`src/rtl/parity_frame_sequencer.sv`:
```
// Byte-stream front end for the parity unit: buffers bytes in a small FIFO, runs the unit once
// per byte and emits {parity_bit, byte} frames over a valid/ready output.
module parity_frame_sequencer #(
    parameter int unsigned FIFO_DEPTH = 4,
    parameter int unsigned TIMEOUT    = 63,
    parameter bit          PAR_ODD    = 1'b0
) (
    input  logic        clk,
    input  logic        rst,
    input  logic [7:0]  in_data,
    input  logic        in_valid,
    output logic        in_ready,
    output logic [8:0]  out_frame,
    output logic        out_valid,
    input  logic        out_ready,
    output logic        p_start,
    output logic [7:0]  p_data,
    input  logic        p_busy,
    input  logic        p_even,
    input  logic        p_odd,
    output logic        err_timeout,
    output logic        err_flag,
    output logic [15:0] frame_count
);

    localparam int unsigned AW = (FIFO_DEPTH > 1) ? $clog2(FIFO_DEPTH) : 1;
    localparam int unsigned CW = (TIMEOUT > 0) ? $clog2(TIMEOUT + 1) : 1;

    localparam logic [AW:0]   FullCount  = FIFO_DEPTH[AW:0];
    localparam logic [AW:0]   CountOne   = 1;
    localparam logic [AW-1:0] PtrOne     = 1;
    localparam logic [CW-1:0] TimeoutVal = TIMEOUT[CW-1:0];
    localparam logic [CW-1:0] CntOne     = 1;

    typedef enum logic [2:0] {
        StIdle,
        StLaunch,
        StWaitBusy,
        StWaitDone,
        StCapture
    } state_e;

    // Input FIFO
    logic [7:0]    mem [FIFO_DEPTH];
    logic [AW-1:0] wr_ptr_q, rd_ptr_q;
    logic [AW:0]   count_q;
    logic          push, pop;

    // Sequencer state
    state_e        state_q, state_d;
    logic [CW-1:0] cnt_q, cnt_d;
    logic [7:0]    p_data_q, p_data_d;
    logic [8:0]    out_frame_q, out_frame_d;
    logic          out_valid_q, out_valid_d;
    logic          err_timeout_q, err_timeout_d;
    logic          err_flag_q, err_flag_d;
    logic [15:0]   frame_count_q, frame_count_d;

    assign in_ready = (count_q != FullCount);
    assign push     = in_valid & in_ready;

    always_ff @(posedge clk) begin
        if (push) begin
            mem[wr_ptr_q] <= in_data;
        end
    end

    always_ff @(posedge clk or posedge rst) begin
        if (rst) begin
            wr_ptr_q <= '0;
            rd_ptr_q <= '0;
            count_q  <= '0;
        end else begin
            if (push) begin
                wr_ptr_q <= wr_ptr_q + PtrOne;
            end
            if (pop) begin
                rd_ptr_q <= rd_ptr_q + PtrOne;
            end
            if (push && !pop) begin
                count_q <= count_q + CountOne;
            end else if (pop && !push) begin
                count_q <= count_q - CountOne;
            end
        end
    end

    always_comb begin
        state_d       = state_q;
        cnt_d         = cnt_q;
        p_data_d      = p_data_q;
        out_frame_d   = out_frame_q;
        out_valid_d   = out_valid_q;
        err_timeout_d = 1'b0;
        err_flag_d    = 1'b0;
        frame_count_d = frame_count_q;
        pop           = 1'b0;

        if (out_valid_q && out_ready) begin
            out_valid_d   = 1'b0;
            frame_count_d = frame_count_q + 16'd1;
        end

        unique case (state_q)
            StIdle: begin
                // !p_busy keeps us from relaunching a unit still finishing an abandoned run
                if ((count_q != '0) && !out_valid_q && !p_busy) begin
                    p_data_d = mem[rd_ptr_q];
                    state_d  = StLaunch;
                end
            end
            StLaunch: begin
                cnt_d   = '0;
                state_d = StWaitBusy;
            end
            StWaitBusy: begin
                if (cnt_q == TimeoutVal) begin
                    err_timeout_d = 1'b1;
                    pop           = 1'b1;
                    state_d       = StIdle;
                end else begin
                    cnt_d = cnt_q + CntOne;
                    if (p_busy) begin
                        state_d = StWaitDone;
                    end
                end
            end
            StWaitDone: begin
                if (cnt_q == TimeoutVal) begin
                    err_timeout_d = 1'b1;
                    pop           = 1'b1;
                    state_d       = StIdle;
                end else begin
                    cnt_d = cnt_q + CntOne;
                    if (!p_busy) begin
                        state_d = StCapture;
                    end
                end
            end
            StCapture: begin
                pop = 1'b1;
                // Exactly one flag must be set for a trustworthy result
                if (p_even ^ p_odd) begin
                    out_frame_d = {(PAR_ODD ? p_even : p_odd), p_data_q};
                    out_valid_d = 1'b1;
                end else begin
                    err_flag_d = 1'b1;
                end
                state_d = StIdle;
            end
            default: begin
                state_d = StIdle;
            end
        endcase
    end

    always_ff @(posedge clk or posedge rst) begin
        if (rst) begin
            state_q       <= StIdle;
            cnt_q         <= '0;
            p_data_q      <= '0;
            out_frame_q   <= '0;
            out_valid_q   <= 1'b0;
            err_timeout_q <= 1'b0;
            err_flag_q    <= 1'b0;
            frame_count_q <= '0;
        end else begin
            state_q       <= state_d;
            cnt_q         <= cnt_d;
            p_data_q      <= p_data_d;
            out_frame_q   <= out_frame_d;
            out_valid_q   <= out_valid_d;
            err_timeout_q <= err_timeout_d;
            err_flag_q    <= err_flag_d;
            frame_count_q <= frame_count_d;
        end
    end

    assign p_start     = (state_q == StLaunch);
    assign p_data      = p_data_q;
    assign out_frame   = out_frame_q;
    assign out_valid   = out_valid_q;
    assign err_timeout = err_timeout_q;
    assign err_flag    = err_flag_q;
    assign frame_count = frame_count_q;

endmodule

```
`config.mk`:
```
export PLATFORM = sky130hd
export DESIGN_NAME = parity_frame_sequencer
export DESIGN_NICKNAME = d
export VERILOG_FILES = /design/src/rtl/parity_frame_sequencer.sv
export SDC_FILE = /design/constraint.sdc
export NUM_CORES = 1
export LEC_CHECK = 0
export ABC_CLOCK_PERIOD_IN_PS = 2200
export BUFFER_PORTS_ARGS = -buffer_cell sky130_fd_sc_hd__buf_2
export CAP_MARGIN = 10
export CORE_MARGIN = 5
export CORE_UTILIZATION = 45
export CTS_BUF_LIST = sky130_fd_sc_hd__clkbuf_8
export DETAILED_ROUTE_END_ITERATION = 16
export HOLD_SLACK_MARGIN = 0.15
export MAX_ROUTING_LAYER = met4
export PLACE_DENSITY_LB_ADDON = 0.12
export SLEW_MARGIN = 40
export SYNTH_ARGS = -nofsm -noshare
export SYNTH_HDL_FRONTEND = slang
export SYNTH_SLANG_ARGS = --single-unit
export TNS_END_PERCENT = 10
```
`constraint.sdc`:
```
create_clock -name clk -period 2.2 [get_ports clk]
set_input_delay 0.55 -clock clk [delete_from_list [all_inputs] [get_ports clk]]
set_output_delay 0.55 -clock clk [all_outputs]
set_load 0.005 [all_outputs]
```
==> impl_metrics.csv <==
group,metric,value,unit
power,p_switching,1.41,mW
yosys,syn_area,0.00347,sq mm
final_layout,diodes,0,
sta,worst_pin_slew,0.552,ns
power,p_seq_share,51.4,%
sta,finalSetupTns,0,ns
power,vdd_ir_drop_max,0.000572,V
cts,root_buffer,"clkbuf_8",
worst_setup_path,cp_data_arrival_time,2.29,ns
sta,fmax,483,MHz
worst_setup_path,cpPeakStageDelay,0.43,ns
cts,clkSinkCount,84,
power,total_power,4.53,mW
final_layout,areaGrowthSynthToFinish,17.5,%
power,switching_share,31.2,%
sta,finalHoldViolCount,0,
drt,ant_nets,0,
yosys,synth_nets,254,
worst_setup_path,crit_chain,"or3b_1, o21ai_2, inv_1, ha_1, inv_1, fa_1, mux2_2",
drt,drtPass1Iterations,4,
global_route,grt_pass1_vias,2066,
run,drv_cap,0,
sta,layout_setup_ws,0.128,ns
global_route,grt_pass1_wl,10300,um
sta,finalCriticalPeriod,2.07,ns
final_layout,nets,322,
cts,clock_latency,0.33,ns
floorplanning,die_w,97.8,um
floorplanning,die_h,97.8,um
floorplanning,core_area,0.00761,sq mm
worst_setup_path,path_max_fanout,5,
place,dp_hpwl,4300,um
sta,relSlewSlack,63.1,%
power,pwr-share-clk,20.1,%
drt,vias,2037,
floorplanning,num_rows,32,
worst_setup_path,rrSetupSlack,0.13,ns
final_layout,drive_above_1_share,37.2,%
power,p_int,3.11,mW
place,preCtsSetupSlack,0.0666,ns
global_route,grt-ovfl-total,0,
yosys,synth_top_cell_area_share,37.5,%
final_layout,fillers,672,
worst_hold_path,worstHoldPathType,"in2async",
cts,ctsHoldBuffers,0,
sta,fin_crit_sh,94.2,%
floorplanning,start_util,45.6,%
cts,cts_tree,"yes",
yosys,muxShareOfSynthArea,11.4,%
worst_setup_path,critPathSlowestCell,"or3b_1",
power,power.density,1110,mW/mm^2
worst_setup_path,crit_top_cell,"inv_1",
worst_setup_path,cp.required,2.42,ns
cts,numCtsBuffers,9,
sta,finalSetupViolCount,0,
power,leakage,1.80,nW
drt,finalWirelength,5970,um
sta,clock_skew,0.00568,ns
yosys,synth_cells,231,
yosys,synth_cell_types,41,
place,port_buffers,52,
place,gp_congestion,0.777,
drt,dr.first_iter.drc_count,39,
yosys,synth-adder-area-share,3.10,%
yosys,ys_ff_latch,84,
worst_setup_path,worstSetupEndpointType,"flop",
yosys,synth_top_cell_by_area,"dfrtp_1",
yosys,seq_area_frac_synth,65.2,%
sta,drv_slew,0,
global_route,grt_antenna_before_repair,0,
drt,vias_per_cell,5.02,
worst_setup_path,worstSetupPathType,"reg2reg",
cts,cts.path.max_buffers,2,
worst_setup_path,cp-start-kind,"flop",
floorplanning,die_area,0.00957,sq mm
cts,clkSlewWorstSetupHoldPaths,0.08,ns
yosys,synth_xor_area_share,5.55,%
sta,rsz0062_at_grt,"false",
yosys,yosysWarnings,0,
floorplanning,io_pins,53,
yosys,synth-simple-area-share,9.05,%
yosys,synth_area_leaders,"dfrtp_1, edfxtp_1, mux2_2",
global_route,grt_max_degree,29,
global_route,grt_use_total,13.9,%
status,status,"finished clean",
drt,wl_per_cell,14.7,um
yosys,synth_top_family_by_area,"multiplexers",
yosys,syn_area_per_cell,15.0,sq um
drt,drc,0,
cts,ctsHtreeMaxLevel,3,
sta,hold_slack,0.254,ns
yosys,synth_compound_area_share,4.36,%
power,comb_power_share,28.6,%
[cell usage in the layout (no fill, tap or decap), types with 2 or more instances in the layout]
| cell type | instances |
|---|---|
| nand2_1 | 14 |
| mux4_2 | 8 |
| edfxtp_1 | 32 |
| clkinvlp_4 | 2 |
| nor2_1 | 11 |
| and3_1 | 7 |
| clkbuf_8 | 9 |
| nand3_1 | 10 |
| nor3_2 | 2 |
| ha_1 | 6 |
| xor2_1 | 8 |
| inv_2 | 3 |
| clkinv_2 | 2 |
| buf_4 | 6 |
| mux2_2 | 19 |
| nor3_1 | 2 |
| o21ai_0 | 4 |
| a31oi_1 | 2 |
| dfrtp_1 | 52 |
| a211oi_1 | 2 |
| xnor2_1 | 14 |
| nand4_1 | 4 |
| buf_2 | 52 |
| inv_1 | 10 |
[metal layers]
| layer | GRT usage (%) | part of all wire (%) | up-vias | routed length, um |
|---|---|---|---|---|
| met5 | - | 0 | - | 0 |
| met1 | 18.8 | 48 | 1022 | 2890 |
| met4 | 6.07 | 0.59 | 0 | 35 |
| met2 | 20.3 | 48 | 31 | 2840 |
| li1 | - | - | 980 | - |
| met3 | 2.93 | 3.3 | 4 | 197 |
[power groups by stage]
| stage | registers [mW] | logic [mW] | clock network [mW] |
|---|---|---|---|
| floorplan | 2.31 | 0.879 | 0 |
| CTS | 2.33 | 1.32 | 0.945 |
| global placement | 2.34 | 1.28 | 0 |
| finish | 2.32 | 1.29 | 0.907 |
| detailed placement | 2.37 | 1.32 | 0 |
| global route | 2.39 | 1.45 | 1.00 |
[area by class of cell]
type	instances	area (sq um)	share of cell area, %
Clock buffer	9	124	3.04
Clock inverter	7	36.3	0.890
Inverter	11	41.3	1.01
Multi-Input combinational cell	134	1160	28.5
Sequential cell	84	2260	55.5
Tap cell	102	128	3.13
Timing Repair Buffer	59	325	7.98
[worst max-delay path: cells and delay by family (launching register included)]
kind | cells | cell delay (ns)
and+or+nand+nor | 1 | 0.43
buffers and inverters | 2 | 0.14
DFF | 1 | 0.42
adders and majority gates | 2 | 0.60
AOI/OAI and AO/OA | 1 | 0.11
muxes | 1 | 0.26
[synthesized netlist by cell type (all sizes together)]
cell / instances
o21ai: 5
or2: 1
and3: 7
mux2: 19
o31ai: 1
dfrtp: 52
o41ai: 1
a21oi: 1
nand2b: 1
ha: 7
xnor2: 14
a211o: 1
a22o: 1
xor2: 8
buf: 2
nand3b: 1
nor3: 4
mux4: 8
nand4: 4
and2: 1
inv: 11
nor2: 12
edfxtp: 32
nand3: 11
o21bai: 1
and4: 2
o211ai: 1
o311ai: 2
fa: 1
nand2: 14
a31oi: 2
a211oi: 2
or3b: 1
[timing repair]
action,CTS,global route
resized for setup,0,1
endpoints found under the hold margin,0,0
setup buffers,0,1
endpoints found under the setup margin,0,2
[registers in the layout (all words and copies together), names as in the netlist]
| register | count |
|---|---|
| mem | 32 |
| frame_count | 16 |
| out_frame | 9 |
| p_data | 8 |
| cnt_q | 6 |
| count_q | 3 |
| state_q | 3 |
| rd_ptr_q | 2 |
| wr_ptr_q | 2 |
| err_flag | 1 |
| err_timeout | 1 |
| out_valid | 1 |
[path summary, 6_finish.rpt]
| kind | endpoint | from | cells after the start |
|---|---|---|---|
| max reg2reg | count_q[1]$_DFFE_PP0P_ | state_q[2]$_DFFE_PP0P_ | 7 |
| min reg2reg | frame_count[15]$_DFFE_PP0P_ | frame_count[15]$_DFFE_PP0P_ | 1 |
| min | err_flag$_DFF_PP0_ | rst | 2 |
| max in group asynchronous | wr_ptr_q[0]$_DFFE_PP0P_ | rst | 3 |
| max | count_q[1]$_DFFE_PP0P_ | state_q[2]$_DFFE_PP0P_ | 7 |
| min in group clk | mem[1][7]$_DFFE_PP_ | in_data[7] | 1 |
[kinds of logic (layout without fill, tap and decap cells)]
family,after synthesis,count (layout)
fa+ha+maj,8,8
xor+xnor,22,22
simple gates,59,59
buf+inv,13,86
mux,27,27
compound gates,18,18
flops,84,84
[stage by stage]
stage / util (%) / area [sq um] / cells
final: 53.6 / 4080 / 406
after global routing: 53.6 / 4080 / 406
after detailed placement: 51.4 / 3910 / 389
after CTS: 53.5 / 4070 / 405
after floorplan: - / 3470 / 231
after global placement: 51.4 / 3910 / 389
Note: power is estimated with default switching activity, not from simulation.
